File: src/rtl/instr_prefetch_queue.sv
// Sequential instruction prefetch queue.
// Issues word fetches over a request/grant port. Responses come back in
// request order and land in a small PC-tagged FIFO, which the core drains
// through a valid/ready handshake. A redirect flushes the FIFO and restarts
// fetch. Responses still in flight from before the redirect are counted in
// 'discard' and dropped when they arrive.
// Optional build macro IPQ_BYPASS_EN: when the FIFO is empty, a live
// response is presented to the core in the same cycle it arrives.
module instr_prefetch_queue #(
   parameter int DEPTH = 4,
   parameter int AW    = 64
) (
   input  logic                       CLK,
   input  logic                       reset,
   input  logic [AW-1:0]              startpc,
   input  logic                       redirect,
   input  logic [AW-1:0]              redirect_pc,
   output logic                       mem_req,
   output logic [AW-1:0]              mem_addr,
   input  logic                       mem_gnt,
   input  logic                       mem_rvalid,
   input  logic [31:0]                mem_rdata,
   output logic                       inst_valid,
   output logic [31:0]                inst_data,
   output logic [AW-1:0]              inst_pc,
   input  logic                       inst_ready,
   output logic [$clog2(DEPTH+1)-1:0] occupancy
);

   localparam int CW = $clog2(DEPTH+1);
   localparam int PW = $clog2(DEPTH);
   localparam logic [AW-1:0] ALIGN = {{(AW-2){1'b1}}, 2'b00};

   logic [AW-1:0] fetch_pc_q, fetch_pc_d;
   logic [AW-1:0] resp_pc_q, resp_pc_d;
   logic [CW-1:0] count_q, count_d;
   logic [CW-1:0] out_q, out_d;
   logic [CW-1:0] disc_q, disc_d;
   logic [PW-1:0] head_q, head_d;
   logic [PW-1:0] tail_q, tail_d;
   logic [31:0]   data_q [DEPTH];
   logic [31:0]   data_d [DEPTH];
   logic [AW-1:0] pcs_q  [DEPTH];
   logic [AW-1:0] pcs_d  [DEPTH];

   logic [CW+1:0] credit_used;
   logic          grant;
   logic          rsp_live;
   logic          rsp_drop;
   logic          rsp_take;
   logic          byp;
   logic          push;
   logic          pop;
   logic          rvalid_dec;

   // A live response either retires a stale request or fills the next slot;
   // a response with nothing outstanding and nothing to discard is ignored.
   assign rsp_live = mem_rvalid & ~redirect;
   assign rsp_drop = rsp_live & (disc_q != '0);
   assign rsp_take = rsp_live & (disc_q == '0) & (out_q != '0);

`ifdef IPQ_BYPASS_EN
   assign byp = rsp_take & (count_q == '0);
`else
   assign byp = 1'b0;
`endif

   // Handshake decode: every buffered, outstanding or discarded word holds a credit
   always_comb begin
      credit_used = (CW+2)'(count_q) + (CW+2)'(out_q) + (CW+2)'(disc_q);
      mem_req     = ~reset & ~redirect & (credit_used < (CW+2)'(DEPTH));
      grant       = mem_req & mem_gnt;
      push        = rsp_take & ~(byp & inst_ready);
      pop         = (count_q != '0) & inst_ready & ~redirect;
      rvalid_dec  = mem_rvalid & ((disc_q != '0) | (out_q != '0));
      mem_addr    = fetch_pc_q;
      inst_valid  = ~reset & ((count_q != '0) | byp);
      inst_data   = byp ? mem_rdata : data_q[head_q];
      inst_pc     = byp ? resp_pc_q : pcs_q[head_q];
      occupancy   = reset ? '0 : count_q;
   end

   // Next-state for PCs, counters and pointers; a redirect flushes and wins over a pop
   always_comb begin
      fetch_pc_d = fetch_pc_q;
      resp_pc_d  = resp_pc_q;
      count_d    = count_q;
      out_d      = out_q;
      disc_d     = disc_q;
      head_d     = head_q;
      tail_d     = tail_q;
      if (redirect) begin
         fetch_pc_d = redirect_pc & ALIGN;
         resp_pc_d  = redirect_pc & ALIGN;
         count_d    = '0;
         out_d      = '0;
         head_d     = tail_q;
         disc_d     = disc_q + out_q - CW'(rvalid_dec);
      end else begin
         if (grant)    fetch_pc_d = fetch_pc_q + AW'(4);
         if (rsp_take) resp_pc_d  = resp_pc_q + AW'(4);
         if (rsp_drop) disc_d     = disc_q - CW'(1);
         if (push)     tail_d     = tail_q + PW'(1);
         if (pop)      head_d     = head_q + PW'(1);
         out_d   = out_q + CW'(grant) - CW'(rsp_take);
         count_d = count_q + CW'(push) - CW'(pop);
      end
   end

   // Storage write at the tail
   always_comb begin
      data_d = data_q;
      pcs_d  = pcs_q;
      if (push) begin
         data_d[tail_q] = mem_rdata;
         pcs_d[tail_q]  = resp_pc_q;
      end
   end

   // Control state register with synchronous reset
   always_ff @(posedge CLK) begin
      if (reset) begin
         fetch_pc_q <= startpc & ALIGN;
         resp_pc_q  <= startpc & ALIGN;
         count_q    <= '0;
         out_q      <= '0;
         disc_q     <= '0;
         head_q     <= '0;
         tail_q     <= '0;
      end else begin
         fetch_pc_q <= fetch_pc_d;
         resp_pc_q  <= resp_pc_d;
         count_q    <= count_d;
         out_q      <= out_d;
         disc_q     <= disc_d;
         head_q     <= head_d;
         tail_q     <= tail_d;
      end
   end

   // FIFO payload; contents are only meaningful under count_q, so no reset
   always_ff @(posedge CLK) begin
      data_q <= data_d;
      pcs_q  <= pcs_d;
   end

endmodule

File: config.mk
export PLATFORM = sky130hd
export DESIGN_NAME = instr_prefetch_queue
export DESIGN_NICKNAME = d
export VERILOG_FILES = /design/src/rtl/instr_prefetch_queue.sv
export SDC_FILE = /design/constraint.sdc
export NUM_CORES = 1
export LEC_CHECK = 0
export ABC_AREA = 1
export BUFFER_PORTS_ARGS = -buffer_cell sky130_fd_sc_hd__buf_4
export CAP_MARGIN = 20
export CORE_ASPECT_RATIO = 1.1
export CORE_MARGIN = 3
export CORE_UTILIZATION = 25
export DETAILED_ROUTE_END_ITERATION = 8
export HOLD_SLACK_MARGIN = 0.03
export PLACE_DENSITY = 0.48
export SLEW_MARGIN = 20
export SYNTH_ARGS = -nofsm -noshare
export SYNTH_HDL_FRONTEND = slang
export SYNTH_SLANG_ARGS = --single-unit
export TNS_END_PERCENT = 100
File: constraint.sdc
create_clock -name CLK -period 11.1 [get_ports CLK]
set_input_delay 1.665 -clock CLK [delete_from_list [all_inputs] [get_ports CLK]]
set_output_delay 1.665 -clock CLK [all_outputs]
set_load 0.005 [all_outputs]
== Yosys cells after proc, flatten, opt, wreduce, memory -nomap -nowiden ==
Index checks and enable logic that the tools add are counted.

* Register bits after elaboration: 525
* Input port bits: 166

* Add/sub/neg operators: 13
* $lt $le $gt $ge: 4
* Multiplexer cells: 23
* Bitwise logic cells: 16
* Reduce and logical (&&, ||, !) cells: 11

{| class="wikitable"
|+ Operators with widths
! kind !! number
|-
| $mux W64 || 9
|-
| $bwmux W256 || 1
|-
| $add A64 B3 Y64 const B || 2
|-
| $bmux W64 S2 || 1
|-
| $bwmux W128 || 1
|-
| $demux W64 S2 || 1
|-
| $mux W32 || 3
|-
| $bmux W32 S2 || 1
|-
| $demux W32 S2 || 1
|-
| $reduce_bool A3 Y1 || 5
|-
| $and A1 B1 Y1 || 11
|-
| $mux W3 || 3
|-
| $sub A3 B1 Y3 || 3
|-
| $add A3 B1 Y3 || 2
|-
| $ge A3 B3 Y1 const B || 2
|-
| $not A2 Y3 || 2
|-
| $add A4 B3 Y5 || 1
|-
| $lt A5 B3 Y1 const B || 1
|-
| $add A2 B1 Y2 const B || 2
|-
| $add A3 B3 Y4 || 1
|-
| $mux W2 || 2
|-
| $reduce_bool A2 Y1 || 2
|-
| $add A3 B3 Y3 || 1
|-
| $logic_not A3 Y1 || 1
|-
| other kinds (7) || 8
|}

== Logic depth before layout (Yosys ltp) ==
* Word-level depth: 8
* Depth in mapped cells: 17
* Depth with buffers taken out: 17

== Worst setup path after synthesis ==
No wires, ideal clock.

* Path type: in2reg
* From: input port mem_rvalid
* To: register data_q[0] (netlist name) (enable)
* Data arrival time: 6.090 ns
* Required time: 10.552 ns
* Path slack: 4.462 ns
* Stages on the path: 6
* Buffers on the path: 0
* Cells stage by stage: inv_1 -> nor2_1 -> nand2_1 -> nor2_1 -> inv_1 -> nor2_1

* Cells in the longest elaborated chain, start to end: 3

{| class="wikitable"
|+ RTL lines
! item !! line !! RTL
|-
| from (decl) || 21 || <nowiki>input logic mem_rvalid,</nowiki>
|-
| $and A1 B1 Y1 || 58 || <nowiki>assign rsp_live = mem_rvalid & ~redirect;</nowiki>
|-
| $and A1 B1 Y1 (2 in series) || 60 || <nowiki>assign rsp_take = rsp_live & (disc_q == '0) & (out_q != '0);</nowiki>
|-
| to (signal assigned) || 143 || <nowiki>data_q <= data_d;</nowiki>
|-
| to (decl) || 41 || <nowiki>logic [31:0] data_q [DEPTH];</nowiki>
|}

No other way between the ends.
A chain may end at the register's enable or synchronous reset.

== Final worst setup path ==
* From: register head_q[0]
* To: output port inst_pc[24]

* Cells in the longest elaborated chain, start to end: 4

{| class="wikitable"
|+ RTL lines
! item !! line !! RTL
|-
| from (decl) || 39 || <nowiki>logic [PW-1:0] head_q, head_d;</nowiki>
|-
| from (signal assigned) || 128 || <nowiki>head_q <= '0;</nowiki>
|-
| from (signal assigned) || 136 || <nowiki>head_q <= head_d;</nowiki>
|-
| $not A2 Y3 (not written as such) || 79 || <nowiki>inst_pc = byp ? resp_pc_q : pcs_q[head_q];</nowiki>
|-
| $bmux W64 S2 || 79 ||
|-
| $mux W64 (not written as such) (2 in series) || 79 ||
|-
| to (decl) || 25 || <nowiki>output logic [AW-1:0] inst_pc,</nowiki>
|}

No other way between the ends. The select of a mux whose other input is x is not followed.

==> impl_results.html <==
<table>
<tr><th>Metric</th><th>Value</th></tr>
<tr><th colspan="2">Min path</th></tr>
<tr><td>Type of the worst min-delay path</td><td>reg2reg</td></tr>
<tr><td>Hold_sp</td><td>tail_q[1]</td></tr>
<tr><td>Endpoint, Worst Hold</td><td>head_q[1]</td></tr>
<tr><td>Worst Hold Path Cells</td><td>2</td></tr>
<tr><th colspan="2">Place</th></tr>
<tr><td>Port Buffers</td><td>322</td></tr>
<tr><td>Placed wire-length estimate after detailed placement</td><td>55.8 mm</td></tr>
<tr><td>Gp weighted congestion</td><td>0.884</td></tr>
<tr><th colspan="2">Timing</th></tr>
<tr><td>Total count of hold-check failures in the final report</td><td>0</td></tr>
<tr><td>Max-slew headroom at the worst pin</td><td>32.0%</td></tr>
<tr><td>Period utilization</td><td>50.8%</td></tr>
<tr><td>Setup-violating endpoint count in the final report</td><td>0</td></tr>
<tr><td>Transition time at the pin with the least slew margin</td><td>1.02 ns</td></tr>
<tr><td>Setup_tns</td><td>0 ns</td></tr>
<tr><td>Final Max Tran Viols</td><td>0</td></tr>
<tr><td>RSZ-0062 raised after global routing</td><td>no</td></tr>
<tr><td>Fmax</td><td>0.177 GHz</td></tr>
<tr><td>Minimum clock period after layout</td><td>5.64 ns</td></tr>
<tr><td>Worst setup skew after layout</td><td>0.0294 ns</td></tr>
<tr><th colspan="2">Yosys</th></tr>
<tr><td>Count leader, synth</td><td>edfxtp_1</td></tr>
<tr><td>Most area-consuming cells after synthesis</td><td>edfxtp_1 (63%), nand2_1 (6.8%), nor2_1 (6.7%), o21ai_0 (5.0%), o22ai_1 (2.5%)</td></tr>
<tr><td>Number of flops mapped to enable cells by yosys</td><td>500</td></tr>
<tr><td>Cell count after synthesis</td><td>2315</td></tr>
<tr><td>Average instance area after synthesis</td><td>10.3 um2</td></tr>
<tr><td>Library cell occupying the most area in the post-synthesis netlist</td><td>edfxtp_1</td></tr>
<tr><td>Sequential fraction of the synthesis area</td><td>63.8%</td></tr>
<tr><td>YS warnings</td><td>0</td></tr>
<tr><td>Cell area after technology mapping</td><td>23900 um2</td></tr>
<tr><td>Yosys top cell area share</td><td>62.7%</td></tr>
<tr><td>Async SR Flop Fraction</td><td>0%</td></tr>
<tr><td>Top cell types by occurrence after synthesis</td><td>edfxtp_1 (500), nand2_1 (435), nor2_1 (426), o21ai_0 (239), inv_1 (109)</td></tr>
<tr><td>Most instantiated flip-flop cell in the synthesis netlist</td><td>edfxtp_1</td></tr>
<tr><td>Number of library cell types mapped by synthesis</td><td>40</td></tr>
<tr><td>Number of synthesized register bits</td><td>513</td></tr>
<tr><th colspan="2">Setup path</th></tr>
<tr><td>Length in cells of the worst reg-to-reg path</td><td>9</td></tr>
<tr><td>Worst Path Class, Setup</td><td>reg2out</td></tr>
<tr><td>R2R Setup Slk</td><td>7.44 ns</td></tr>
<tr><td>Startpoint types</td><td>flop</td></tr>
<tr><td>CP required</td><td>9.44 ns</td></tr>
<tr><td>Data arrival time of the critical path</td><td>3.98 ns</td></tr>
<tr><td>Worst r2r src</td><td>disc_q[1]</td></tr>
<tr><td>Startpoint of the worst setup timing path</td><td>head_q[0]</td></tr>
<tr><td>Maximum net fanout on the critical path</td><td>90</td></tr>
<tr><td>Critical R2R Capture</td><td>pcs_q[44]</td></tr>
<tr><td>Type of element capturing the critical path</td><td>output port</td></tr>
<tr><th colspan="2">Floorplan</th></tr>
<tr><td>Effective utilization at floorplan</td><td>25.3%</td></tr>
<tr><td>Die Area</td><td>99500 um2</td></tr>
<tr><td>Count of standard-cell rows</td><td>118</td></tr>
<tr><td>Overall die width</td><td>301 um</td></tr>
<tr><td>Die Y</td><td>331 um</td></tr>
<tr><td>Count of boundary I/O pins</td><td>331</td></tr>
<tr><td>Placeable Area</td><td>94500 um2</td></tr>
<tr><th colspan="2">Drt</th></tr>
<tr><td>Final routed DRC violation total</td><td>0</td></tr>
<tr><td>Vias after detailed routing</td><td>18.1k</td></tr>
<tr><td>Detailed Routing Iterations Pass 1</td><td>7</td></tr>
<tr><td>Routed length per instance</td><td>20.3 um</td></tr>
<tr><td>Total detailed-routing wirelength</td><td>79.6 mm</td></tr>
<tr><td>Per-cell via count in the routed design</td><td>4.61</td></tr>
<tr><td>Iteration-0 DRC count of the detailed router</td><td>1230</td></tr>
<tr><td>Number of routed nets with antenna violations</td><td>0</td></tr>
<tr><th colspan="2">Clock network</th></tr>
<tr><td>Clock-pin slew of the registers on the worst-case setup and hold paths</td><td>0.06 ns</td></tr>
<tr><td>Number of clock buffers inserted by TritonCTS</td><td>57</td></tr>
<tr><td>Post-CTS setup repair buffer count</td><td>0</td></tr>
<tr><td>Clock latency reported for the late side of the worst-skew pair</td><td>0.63 ns</td></tr>
<tr><td>Max Buffers Root-to-Sink</td><td>3</td></tr>
<tr><td>Root Driver</td><td>clkbuf_16</td></tr>
<tr><td>CTS tree</td><td>done</td></tr>
<tr><td>Cts hold-fix bufs</td><td>0</td></tr>
<tr><td>Post-CTS Resized</td><td>0</td></tr>
<tr><td>Number of sinks on the clock net</td><td>513</td></tr>
<tr><td>H-Tree Level Count</td><td>2</td></tr>
<tr><th colspan="2">GRT</th></tr>
<tr><td>Pin count of the biggest net entering global routing</td><td>95</td></tr>
<tr><td>Global-route total usage across every layer</td><td>15.6%</td></tr>
<tr><td>Vias in the first global route</td><td>17.8k</td></tr>
<tr><td>First-pass GRT wire length</td><td>116 mm</td></tr>
<tr><td>Congestion Overflow GR</td><td>0</td></tr>
<tr><td>Antenna violations before repair</td><td>0</td></tr>
<tr><th colspan="2">Pwr</th></tr>
<tr><td>Cell Pwr Density</td><td>153 nW/um2</td></tr>
<tr><td>Maximum vdd drop</td><td>0.130 mV</td></tr>
<tr><td>Leakage power total</td><td>10.5 nW</td></tr>
<tr><td>Post-layout power</td><td>4.51 mW</td></tr>
<tr><th colspan="2">Layout</th></tr>
<tr><td>Nets@finish</td><td>2814</td></tr>
<tr><td>Fraction of layout instances using a drive strength above 1</td><td>18.4%</td></tr>
<tr><td>Area added between synthesis and finish</td><td>23.4%</td></tr>
<tr><td>Number of antenna diodes</td><td>0</td></tr>
<tr><th colspan="2">Outcome</th></tr>
<tr><td>Run status</td><td>finished, final reports clean</td></tr>
<tr><th colspan="2">Flow run</th></tr>
<tr><td>Number of max-cap violations</td><td>0</td></tr>
</table>
==> registers in the layout, summed over array words and instances (netlist names) <==
| name | flops |
|---|---|
| pcs_q | 248 |
| data_q | 128 |
| mem_addr | 62 |
| resp_pc_q | 62 |
| count_q | 3 |
| disc_q | 3 |
| out_q | 3 |
| head_q | 2 |
| tail_q | 2 |
==> final cells by class <==
type / instances / area, um2
multi-input combinational: 1593 / 7880
timing repair buffer: 342 / 2570
clock buffer: 71 / 1480
clock inverter: 30 / 320
sequential: 513 / 15300
inverter: 118 / 445
fill: 9885 / 64900
tap: 1260 / 1580
==> critical path, stage by stage, from the launching register on <==
cell and delay [ns]:
dfxtp_4 0.50, inv_4 0.31, buf_4 0.69, buf_4 0.83
o21ai_0 0.16, o22ai_1 0.49, buf_4 0.21
==> how the worst max path moves through the flow <==
| stage | to | slack [ns] | cells past startpoint |
|---|---|---|---|
| final | inst_pc[24] | 5.46 | 6 |
| after floorplan | data_q[0] | 4.46 | 6 |
| after detailed placement | mem_req | 5.44 | 6 |
| after global placement | mem_req | 5.49 | 6 |
| after CTS | inst_pc[24] | 5.36 | 6 |
| after global routing | inst_pc[24] | 5.06 | 6 |
==> per-layer routing <==
metal	part of all wire (%)	up-vias	GRT usage, %
li1	-	8752	-
met1	44	8796	20.1
met2	48	453	26.6
met3	4.9	116	2.84
met4	3.3	0	5.09
met5	0	-	0
==> stage by stage <==
step | cells | hold slack, ns | setup WS (ns) | area [um2] | utilization, %
detailed placement | 3826 | 0.488 | 5.44 | 27700 | 29.4
CTS | 3927 | 0.491 | 5.36 | 29500 | 31.3
floorplan | 2318 | 0.463 | 4.46 | 24000 | -
global placement | 3826 | 0.484 | 5.49 | 27700 | 29.4
finish | 3927 | 0.489 | 5.46 | 29500 | 31.3
global route | 3927 | 0.515 | 5.06 | 29500 | 31.3
==> cell usage in the layout (no fill, tap or decap), types with 23 or more instances in the layout <==
cell and count:
a22oi_1 61, o22ai_1 94, nand2_1 433, nor2_2 24
nand4_1 24, o21bai_1 33, edfxtp_1 500, buf_4 342
xnor2_1 23, inv_1 107, clkbuf_16 57, o21ai_1 26
o21ai_0 239, nor2_1 422, nand3_1 90
==> cells by family after synthesis <==
group	after synthesis	synth area share, %
buf+inv	212	3.52
xor+xnor	41	1.50
compound gates	480	11.6
other cells	1	0.0157
fa+ha+maj	23	1.39
flops	513	63.8
simple gates	1045	18.2
==> power by group <==
group / switching [mW] / internal, mW / leakage, nW
Sequential: 0.113 / 2.21 / 4.79
Combinational: 0.190 / 0.144 / 4.88
Clock: 0.787 / 1.06 / 0.868
Power figures use the tool's default switching activity.
